[config.mk]
export PLATFORM = sky130hd
export DESIGN_NAME = arbitro_rr_4a1
export DESIGN_NICKNAME = d
export VERILOG_FILES = /design/src/rtl/arbitro_rr_4a1.sv
export SDC_FILE = /design/constraint.sdc
export NUM_CORES = 1
export LEC_CHECK = 0
export ABC_AREA = 1
export BUFFER_PORTS_ARGS = -buffer_cell sky130_fd_sc_hd__buf_2
export CELL_PAD_IN_SITES_DETAIL_PLACEMENT = 0
export CELL_PAD_IN_SITES_GLOBAL_PLACEMENT = 2
export CORE_MARGIN = 1
export CORE_UTILIZATION = 22
export CTS_BUF_LIST = sky130_fd_sc_hd__clkbuf_16
export DETAILED_ROUTE_END_ITERATION = 7
export PLACE_DENSITY_LB_ADDON = 0.05
export SYNTH_ARGS = -nofsm -noshare
export SYNTH_HDL_FRONTEND = slang
export SYNTH_SLANG_ARGS = --single-unit
[constraint.sdc]
create_clock -name clk -period 2.3 [get_ports clk]
set_clock_uncertainty 0.15 [all_clocks]
set_input_delay 0.23 -clock clk [delete_from_list [all_inputs] [get_ports clk]]
set_output_delay 0.23 -clock clk [all_outputs]
set_load 0.05 [all_outputs]
[src/rtl/arbitro_rr_4a1.sv]
// arbitro_rr_4a1: round-robin merge of four show-ahead source FIFOs onto one
// downstream FIFO. Each source is served for a burst of up to BURST words.
// One idle arbitration cycle is spent between consecutive grants.
module arbitro_rr_4a1 #(
  parameter int DATA_WIDTH = 12,
  parameter int BURST      = 4
) (
  input  logic                  clk,
  input  logic                  reset,
  input  logic [3:0]            empty,
  input  logic [DATA_WIDTH-1:0] fifo_out0,
  input  logic [DATA_WIDTH-1:0] fifo_out1,
  input  logic [DATA_WIDTH-1:0] fifo_out2,
  input  logic [DATA_WIDTH-1:0] fifo_out3,
  input  logic                  almost_full,
  output logic [3:0]            pop,
  output logic                  push,
  output logic [DATA_WIDTH-1:0] data_out,
  output logic [1:0]            grant,
  output logic                  busy
);

  typedef enum logic {IDLE, SERVE} state_t;

  localparam logic [2:0] BURST_L = 3'(BURST);

  state_t                state_q, state_d;
  logic [1:0]            grant_q, grant_d;
  logic [2:0]            burst_cnt_q, burst_cnt_d;
  logic                  push_q, push_d;
  logic [DATA_WIDTH-1:0] data_out_q, data_out_d;

  logic [DATA_WIDTH-1:0] head_word;
  logic [1:0]            next_src;
  logic                  src_found;
  logic                  pop_any;
  logic                  last_word;

  // Head word of the currently granted source.
  always_comb begin
    head_word = fifo_out0;
    case (grant_q)
      2'd0: head_word = fifo_out0;
      2'd1: head_word = fifo_out1;
      2'd2: head_word = fifo_out2;
      2'd3: head_word = fifo_out3;
      default: head_word = fifo_out0;
    endcase
  end

  // Round-robin scan starting just after the last grant; the last grant itself is checked last.
  always_comb begin
    logic [1:0] cand;
    next_src  = grant_q;
    src_found = 1'b0;
    cand      = grant_q;
    for (int k = 1; k <= 4; k++) begin
      cand = grant_q + 2'(k);
      if (!src_found && !empty[cand]) begin
        next_src  = cand;
        src_found = 1'b1;
      end
    end
  end

  // Pop only the granted source, only in SERVE, never into backpressure or past the burst limit.
  always_comb begin
    pop = 4'b0000;
    if (!reset && state_q == SERVE) begin
      pop[grant_q] = !empty[grant_q] && !almost_full && (burst_cnt_q < BURST_L);
    end
  end

  assign pop_any   = |pop;
  assign last_word = pop_any && ((burst_cnt_q + 3'd1) == BURST_L);

  // Next-state logic: arbitrate in IDLE, release on drained source or completed burst.
  always_comb begin
    state_d = state_q;
    case (state_q)
      IDLE: begin
        if (!almost_full && src_found) state_d = SERVE;
      end
      SERVE: begin
        if ((empty[grant_q] && !pop_any) || last_word) state_d = IDLE;
      end
      default: state_d = IDLE;
    endcase
  end

  // Grant pointer, burst counter and registered push/data for the downstream FIFO.
  always_comb begin
    grant_d     = grant_q;
    burst_cnt_d = burst_cnt_q;
    push_d      = 1'b0;
    data_out_d  = data_out_q;
    if (state_q == IDLE && !almost_full && src_found) begin
      grant_d     = next_src;
      burst_cnt_d = 3'd0;
    end
    if (pop_any) begin
      push_d     = 1'b1;
      data_out_d = head_word;
      if (burst_cnt_q < BURST_L) burst_cnt_d = burst_cnt_q + 3'd1;
    end
  end

  // State and datapath registers with synchronous reset; a reset aborts any burst in flight.
  always_ff @(posedge clk) begin
    if (reset) begin
      state_q     <= IDLE;
      grant_q     <= 2'd3;
      burst_cnt_q <= 3'd0;
      push_q      <= 1'b0;
      data_out_q  <= '0;
    end else begin
      state_q     <= state_d;
      grant_q     <= grant_d;
      burst_cnt_q <= burst_cnt_d;
      push_q      <= push_d;
      data_out_q  <= data_out_d;
    end
  end

  assign push     = push_q;
  assign data_out = data_out_q;
  assign grant    = grant_q;
  assign busy     = (state_q == SERVE);

endmodule

==> results.yml, run 1 <==
timing:
  timing.final.crit_share_pct: 87.22
  setup_viol: 0
  fin_ws_ns: 0.2939
  fin_hold_ws_ns: 0.06701
  tns_ns: 0
  worst_slew_pin_slew_ns: 0.3272
  max_freq_mhz: 498.5
  slew_viol_final: 0
  slew_headroom_pct: 78.16
  final-hold-violation-count: 0
  rsz0062_at_grt: "no"
  finalCriticalPeriod_ns: 2.006
synth:
  synth_fp_nets: 267
  synthArstFlopShare_pct: 0
  netlist_area_um2: 1383
  yosys.area_share.adder_pct: 6.335
  synth-compound-area-share_pct: 23.53
  synth_mux_area_share_pct: 0
  synthXorXnorAreaFrac_pct: 0
  synth_top_cells_by_area: "dfxtp_1 (28%), nand2_1 (15%), a32o_1 (8.7%), nand3_1 (8.3%), ha_1 (6.3%)"
  yosysMostFrequentCell: "nand2_1"
  synth_edf_count: 0
  synth_top_family_by_area: "simple AND/OR/NAND/NOR gates"
  yosysUniqueCellTypes: 26
  ys_seq_area_share_pct: 27.51
  postSynthAreaPerCell_um2: 6.744
  netlist_instances: 205
  synthSimpleGateAreaFrac_pct: 31.49
  synth-seq-cells: 19
  yosys_warnings: 0
  synth.top_cell.area_share_pct: 27.51
  synth_area_leader_cell: "dfxtp_1"
  ys.flop_type: "dfxtp_1"
  synthTopCellsByCount: "nand2_1 (57), inv_1 (23), nand3_1 (23), dfxtp_1 (19), a21oi_1 (15)"
critical_path:
  cp_max_fo: 8
  worstSetupStartpoint: "grant[0]"
  r2r_start: "grant[0]"
  critPathSlowestCell: "dfxtp_1"
  worstReg2RegEnd: "burst_cnt_q[1]"
  cpMostUsedCell: "nand2_1"
  worstPathArrival_ns: 1.63
  crit_chain: "buf_4 -> nand2_1 -> nand3_1 -> nand2_2 -> nand2_1 -> nor3_2 -> buf_2"
  cpPeakStageDelay_ns: 0.31
  worstPathRequired_ns: 1.92
  reg2reg_slack_ns: 0.40
  worstSetupEndpoint: "pop[2]"
  end_kind: "output pin"
  start_kind: "flip-flop"
  path_class: "reg2out"
  reg2reg_depth: 12
route:
  ant_nets: 0
  dr_total_vias: 1585
  dr.pass1.iters: 4
  avgRoutedWirePerCell_um: 12.46
  drt_iter0_drc: 53
  wl_um: 4436
  viasPerCell: 4.452
  drc_errors: 0
clock_network:
  clkTransAtPathRegs_ns: 0.05
  cts_max_level: 1
  cts_setup_buffers: 0
  cts_resized: 0
  clock_sinks: 19
  numCtsBuffers: 3
  clockBufferDepth: 2
  clock_latency_ns: 0.25
  ctsHoldBuffers: 0
  cts-root-buf: "clkbuf_16"
  cts_tree: "yes"
placement:
  placed_cell_area_um2: 1858
  place.gp.congestion: 0.7286
  place_ws_ns: 0.3835
  portBuffers: 74
  dpl.hpwl_um: 3590
global_routing:
  busiest_layer: "met2"
  grtUsageMet2_pct: 28.00
  grt_util_met1_pct: 14.22
  grt_overflow: 0
  grt_pass1_wl_um: 6810
  globalRouteMet3Util_pct: 3.034
  grt_pass1_vias: 1487
  track_usage_pct: 13.64
  antenna_found_initial: 0
  grt_max_degree: 28
layout:
  final_nets: 344
  syn_to_final_growth_pct: 40.09
  antenna_cells: 0
  final_layout_size_suffix_gt1_share_pct: 37.01
  fin_util_pct: 32.33
  postLayoutCellArea_um2: 1937
  fill_cells: 681
hold_path:
  hold_path.class: "in2reg"
power_and_ir_drop:
  peakVddDrop_v: 0.0004304
  p_leak_nw: 0.9806
  power.density_nw_per_um2: 948.4
floorplanning:
  start_util_pct: 23.08
  core_region_area_um2: 5991
  die_area_um2: 6606
  num_rows: 28
  ios: 75
  die_height_um: 81.28
  fp.dieW_um: 81.28
status:
  status: "completed"
flow_run:
  cap_violations: 0
-- power breakdown --
| part | switching [W] | total [W] | internal, W |
|---|---|---|---|
| clock | 0.000117 | 0.000347 | 0.000231 |
| sequential | 0.0000258 | 0.000401 | 0.000375 |
| combinational | 0.000712 | 0.00109 | 0.000377 |
-- sequential cells by signal, summed over array words and instances (netlist names) --
signal and count:
burst_cnt_q 3, busy 1, data_out 12, grant 2
push 1
-- critical path, delay by kind of cell (launching register included) --
kind	cells	cell delay (ns)
buf+inv	2	0.45
flops	1	0.31
simple gates	5	0.62
-- logic make-up after synthesis --
| family | Yosys count |
|---|---|
| compound gates | 45 |
| fa+ha+maj | 7 |
| buf+inv | 34 |
| flops | 19 |
| simple gates | 100 |
-- cell type report --
cell class,instances,area (um^2),share of cell area [%]
multi-input combinational,152,868.3,44.83
clock inverter,1,3.754,0.1938
timing repair buffer,80,415.4,21.45
clock buffer,3,75.07,3.876
inverter,26,100.1,5.168
tap,75,93.84,4.845
sequential,19,380.4,19.64
-- per-stage QoR --
stage,total power (W),instances
after global placement,0.001538,352
after floorplan,0.001203,205
after detailed placement,0.001524,352
after global routing,0.001998,356
after CTS,0.001876,356
final,0.001837,356
-- per-layer routing --
layer | routed length [um] | share of wire, %
met1 | 1796 | 40
met2 | 2321 | 52
met3 | 299 | 6.7
met4 | 19 | 0.43
met5 | 0 | 0
-- cell usage in the layout, fill, tap and decap left out, types with 4 or more instances in the layout --
cell type   n
buf_2      74
o21ai_2     8
nor2_1      9
o21ai_1     4
nor3_2      4
buf_4       6
inv_1      24
nand2_1    57
nand3_1    23
a32o_1     12
a21oi_1    15
dfxtp_1    19
ha_1        7
-- worst min path at each step --
| stage | from | to | slack (ns) | depth (start not counted) |
|---|---|---|---|---|
| after detailed placement | data_out[0] | data_out[0] | 0.32 | 2 |
| after CTS | reset | burst_cnt_q[1] | 0.07 | 2 |
| after global placement | data_out[0] | data_out[0] | 0.32 | 2 |
| final | reset | burst_cnt_q[1] | 0.07 | 2 |
| after floorplan | reset | busy | 0.15 | 1 |
| after global routing | reset | burst_cnt_q[1] | 0.06 | 2 |
Note: power is estimated with default switching activity, not from simulation.
==> inputs of run 2 (changes only) <==
--- a/config.mk
+++ b/config.mk
@@ -11,7 +11,6 @@
 export CELL_PAD_IN_SITES_GLOBAL_PLACEMENT = 2
 export CORE_MARGIN = 1
 export CORE_UTILIZATION = 22
-export CTS_BUF_LIST = sky130_fd_sc_hd__clkbuf_16
 export DETAILED_ROUTE_END_ITERATION = 7
 export PLACE_DENSITY_LB_ADDON = 0.05
 export SYNTH_ARGS = -nofsm -noshare
==> run 2 against run 1 <==
  * Non-clock buffer count unchanged
  * Sequential share of layout area grew 0.35 points
  * Sequential cell count unchanged
  * Die area unchanged
  * Critical path type unchanged
  * Critical endpoint unchanged
==> results.yml, run 2 (same netlist as run 1, synthesis figures left out) <==
route:
  wl_um: 4461
  dr.pass1.iters: 4
  drt_iter0_drc: 55
  drc_errors: 0
  dr_total_vias: 1590
  avgRoutedWirePerCell_um: 12.53
  ant_nets: 0
  viasPerCell: 4.466
placement:
  portBuffers: 74
  dp_cells: 352
  place.gp.congestion: 0.7286
  dpl.hpwl_um: 3590
  placed_cell_area_um2: 1858
layout:
  syn_to_final_growth_pct: 37.65
  antenna_cells: 0
  final_common_cell: "buf_2"
  final_cell_mix: "buf_2 (74), nand2_1 (57), inv_1 (23), nand3_1 (23), dfxtp_1 (19)"
  final_layout_size_suffix_gt1_share_pct: 37.01
  postLayoutCellArea_um2: 1903
  largest_reg_flops: 12
  final_nets: 344
  stdcell_count: 356
global_routing:
  busiest_layer: "met2"
  track_usage_pct: 13.68
  grt_util_met1_pct: 14.49
  globalRouteMet3Util_pct: 3.034
  grt_overflow: 0
  grt_max_degree: 28
  grt_pass1_wl_um: 6810
  antenna_found_initial: 0
  grt_pass1_vias: 1483
  grtUsageMet2_pct: 27.83
critical_path:
  cp_max_fo: 8
  end_kind: "output pin"
  worstPathRequired_ns: 1.92
  start_kind: "flip-flop"
  path_class: "reg2out"
  worstPathArrival_ns: 1.64
floorplanning:
  ios: 75
  fp.dieW_um: 81.28
  num_rows: 28
  core_region_area_um2: 5991
  start_util_pct: 23.08
  die_height_um: 81.28
  die_area_um2: 6606
flow_run:
  cap_violations: 0
power_and_ir_drop:
  p_comb_share_pct: 63.4
  p_leak_nw: 0.9611
  p_seq_share_pct: 23.3
  p_int_w: 0.0008744
  p_sw_w: 0.0008429
  power.density_nw_per_um2: 902.3
  peakVddDrop_v: 0.0004055
  clock_power_share_pct: 13.3
  power_switching_share_pct: 49.08
timing:
  timing.final.crit_share_pct: 87.67
  slew_headroom_pct: 78.67
  max_freq_mhz: 495.9
  fin_hold_ws_ns: 0.05865
  tns_ns: 0
  finalCriticalPeriod_ns: 2.016
  worst_slew_pin_slew_ns: 0.3194
  slew_viol_final: 0
  setup_viol: 0
  rsz0062_at_grt: "no"
  final-hold-violation-count: 0
clock_network:
  cts_resized: 0
  cts_setup_buffers: 0
  ctsHoldBuffers: 0
  clkTransAtPathRegs_ns: 0.07
  cts-root-buf: "clkbuf_8"
  numCtsBuffers: 3
  cts_max_level: 1
  clock_latency_ns: 0.25
  clockBufferDepth: 2
  cts_tree: "yes"
  clock_sinks: 19
status:
  status: "completed"
hold_path:
  hold_path.class: "in2reg"
run 2: changes by cell type in the layout (fill, tap and decap cells not counted), sizes merged:
cell,previous run,this run
clkbuf,3,4
inv,27,26
run 2: layer usage:
metal / up-vias / part of all wire, %
met2: 46 / 53
met5: - / 0
met1: 703 / 40
li1: 839 / -
met4: 0 / 0.43
met3: 2 / 7.0
run 2: power by group through the flow:
stage / Sequential, W / Clock [W] / Combinational [W]
3_3_place_gp: 0.000409 / 0 / 0.00113
4_1_cts: 0.000401 / 0.000239 / 0.00112
6_report: 0.000400 / 0.000229 / 0.00109
3_5_place_dp: 0.000408 / 0 / 0.00112
2_1_floorplan: 0.000569 / 0 / 0.000634
5_1_grt: 0.000406 / 0.000251 / 0.00122
run 2: final timing paths:
check | cells past startpoint | to | startpoint | slack, ns
setup / recovery | 7 | pop[2] | grant[0] | 0.28
hold / removal | 2 | burst_cnt_q[1] | reset | 0.06
hold reg to reg | 2 | data_out[0] | data_out[0] | 0.32
setup reg to reg | 12 | burst_cnt_q[1] | grant[0] | 0.39
run 2: layout make-up:
type                    instances  area (um^2)
clock buffers                   4        45.04
fillers                       685         4088
inverters                      26        100.1
multi-input cells             152        868.3
flip-flops and latches         19        380.4
well taps                      75        93.84
repair buffers                 80        415.4
run 2: worst max-delay path, cell delays in order, from the launching register on:
cell     delay (ns)
dfxtp_1        0.32
buf_4          0.16
nand2_1        0.09
nand3_1        0.09
nand2_2        0.12
nand2_1        0.15
nor3_2         0.17
buf_2          0.29
run 2: through the flow:
stage	utilization (%)	total power (W)	setup slack, ns
final	31.77	0.001717	0.2835
after global placement	31.01	0.001538	0.4045
after detailed placement	31.01	0.001524	0.3835
after CTS	31.77	0.001758	0.2540
after global routing	31.77	0.001879	0.1330
after floorplan	-	0.001203	-0.04719
==> inputs of run 3 (changes only) <==
--- a/config.mk
+++ b/config.mk
@@ -7,11 +7,12 @@
 export LEC_CHECK = 0
 export ABC_AREA = 1
 export BUFFER_PORTS_ARGS = -buffer_cell sky130_fd_sc_hd__buf_2
-export CELL_PAD_IN_SITES_DETAIL_PLACEMENT = 0
-export CELL_PAD_IN_SITES_GLOBAL_PLACEMENT = 2
+export CELL_PAD_IN_SITES_DETAIL_PLACEMENT = 1
+export CELL_PAD_IN_SITES_GLOBAL_PLACEMENT = 1
 export CORE_MARGIN = 1
-export CORE_UTILIZATION = 22
+export CORE_UTILIZATION = 29
 export DETAILED_ROUTE_END_ITERATION = 7
+export HOLD_SLACK_MARGIN = 0.08
 export PLACE_DENSITY_LB_ADDON = 0.05
 export SYNTH_ARGS = -nofsm -noshare
 export SYNTH_HDL_FRONTEND = slang
==> run 3 against run 2 <==
  * The flow now finishes with violations (design-rule violations)
  * Combinational power about the same
  * Non-clock buffer count grew 1
  * Power hardly changed
  * Critical path type is now in2out
==> results.yml, run 3 (same netlist as run 1, synthesis figures left out) <==
status:
  status: "finished, violations left"
  violations: "design-rule violations"
critical_path:
  reg2reg_slack_ns: 0.35
  worstPathArrival_ns: 1.80
  crit_chain: "dlygate4sd3_1 -> buf_2 -> inv_2 -> nand2_4 -> nor3_2 -> buf_2"
  start_kind: "input port"
  worstPathRequired_ns: 1.92
  cpPeakStageDelay_ns: 0.53
  path_class: "in2out"
  reg2reg_depth: 12
  cp_top_family: "buffers and inverters"
  worstReg2RegEnd: "burst_cnt_q[1]"
  end_kind: "output pin"
  cpMostUsedCell: "buf_2"
  r2r_start: "grant[0]"
  critPathSlowestCell: "dlygate4sd3_1"
  cp_max_fo: 15
  cp_num_buf_inv: 4
floorplanning:
  ios: 75
  die_height_um: 71.05
  start_util_pct: 30.90
  num_rows: 24
  die_area_um2: 5047
  fp.dieW_um: 71.05
  core_region_area_um2: 4474
layout:
  final_common_cell: "buf_2"
  stdcell_count: 334
  syn_to_final_growth_pct: 36.56
  fill_cells: 618
  final_cell_mix: "buf_2 (74), nand2_1 (57), inv_1 (23), nand3_1 (23), dfxtp_1 (19)"
  regArea_um2: 380.4
  final_nets: 345
  antenna_cells: 0
  largest_reg_flops: 12
  multi_input_area_um2: 870.8
  final_layout_size_suffix_gt1_share_pct: 37.59
  fin_util_pct: 42.20
timing:
  setup_viol: 0
  rsz0062_at_grt: "no"
  timing.final.crit_share_pct: 94.70
  final-hold-violation-count: 0
  slew_viol_final: 0
  max_freq_mhz: 459.1
  fin_hold_ws_ns: 0.1948
  worst_slew_pin_slew_ns: 0.2966
  finalCriticalPeriod_ns: 2.178
  slew_headroom_pct: 80.20
global_routing:
  grt_pass1_vias: 1569
  antenna_found_initial: 0
  grt_pass1_wl_um: 7431
  grt_max_degree: 28
  grt_overflow: 0
  track_usage_pct: 18.45
route:
  wl_um: 4494
  drt_iter0_drc: 78
  avgRoutedWirePerCell_um: 13.46
  dr.pass1.iters: 8
  viasPerCell: 4.916
  dr_total_vias: 1642
  drc_errors: 10
  ant_nets: 0
clock_network:
  cts_tree: "yes"
  cts-root-buf: "clkbuf_8"
  clock_sinks: 19
  cts_max_level: 1
  cts_setup_buffers: 0
  clock_latency_ns: 0.25
  clockBufferDepth: 2
  clkTransAtPathRegs_ns: 0.07
  numCtsBuffers: 3
power_and_ir_drop:
  p_int_w: 0.0008742
  peakVddDrop_v: 0.0005085
  p_sw_w: 0.0008419
  power_w: 0.001716
  clock_power_share_pct: 13.4
  power_switching_share_pct: 49.06
  p_leak_nw: 0.9680
  power.density_nw_per_um2: 908.9
  p_comb_share_pct: 62.9
  p_seq_share_pct: 23.7
placement:
  dpl.hpwl_um: 3703
  portBuffers: 74
  place.gp.congestion: 0.7669
  dp_cells: 329
hold_path:
  hold_path.class: "in2reg"
  whs_endpoint: "data_out[4]"
  hold_depth: 4
  hp-start: "fifo_out0[4]"
flow_run:
  cap_violations: 0
[run 3: changes by cell type in the layout (fill, tap and decap cells not counted), sizes merged]
| cell | before | now |
|---|---|---|
| clkbuf | 4 | 3 |
| clkinv | 0 | 1 |
| dlygate4sd3 | 0 | 1 |
[run 3: how the worst max path moves through the flow]
stage                     startpoint              to  cells past startpoint  slack [ns]
after detailed placement    grant[0]  burst_cnt_q[1]                     12        0.26
final                          reset          pop[3]                      6        0.12
after global routing           reset          pop[3]                      6        0.04
after CTS                      reset          pop[3]                      6        0.08
after floorplan             grant[0]          pop[0]                      6       -0.05
after global placement      grant[0]  burst_cnt_q[1]                     12        0.40
[run 3: cell type report]
| type | count | area share [%] |
|---|---|---|
| Clock buffer | 3 | 2.187 |
| Tap cell | 52 | 3.446 |
| Multi-Input combinational cell | 152 | 46.12 |
| Clock inverter | 1 | 0.2651 |
| Sequential cell | 19 | 20.15 |
| Timing Repair Buffer | 81 | 22.53 |
| Inverter | 26 | 5.302 |
[run 3: repair_timing]
| item | CTS | global route |
|---|---|---|
| setup endpoints to repair | 0 | 1 |
| hold buffers | 1 | 0 |
| endpoints found under the hold margin | 2 | 0 |
| resized for setup | 0 | 1 |
[run 3: power groups by stage]
| stage | Sequential (W) | Combinational [W] | Clock, W |
|---|---|---|---|
| finish | 0.000407 | 0.00108 | 0.000229 |
| floorplan | 0.000569 | 0.000634 | 0 |
| detailed placement | 0.000415 | 0.00110 | 0 |
| CTS | 0.000407 | 0.00110 | 0.000239 |
| global placement | 0.000412 | 0.00110 | 0 |
| global route | 0.000414 | 0.00121 | 0.000258 |
[run 3: per-layer routing]
metal,up-vias,track usage [%],routed length [um]
li1,843,-,-
met1,741,23.52,1893
met2,56,33.12,2239
met3,2,4.131,350
met4,0,1.333,11
met5,-,0,0
[run 3: worst reg2reg max path, delay by kind of cell, from the launching register on]
| kind | cells | cell delay (ns) |
|---|---|---|
| buf+inv | 2 | 0.19 |
| simple gates | 9 | 0.80 |
| flops | 1 | 0.40 |
| fa+ha+maj | 1 | 0.35 |
[run 3: metrics by stage]
stage	setup WS, ns	setup TNS [ns]	area, um^2
detailed placement	0.2638	0	1829
floorplan	-0.04719	-0.1888	1403
CTS	0.08355	0	1886
global route	0.03683	0	1888
global placement	0.3979	0	1829
finish	0.1218	0	1888
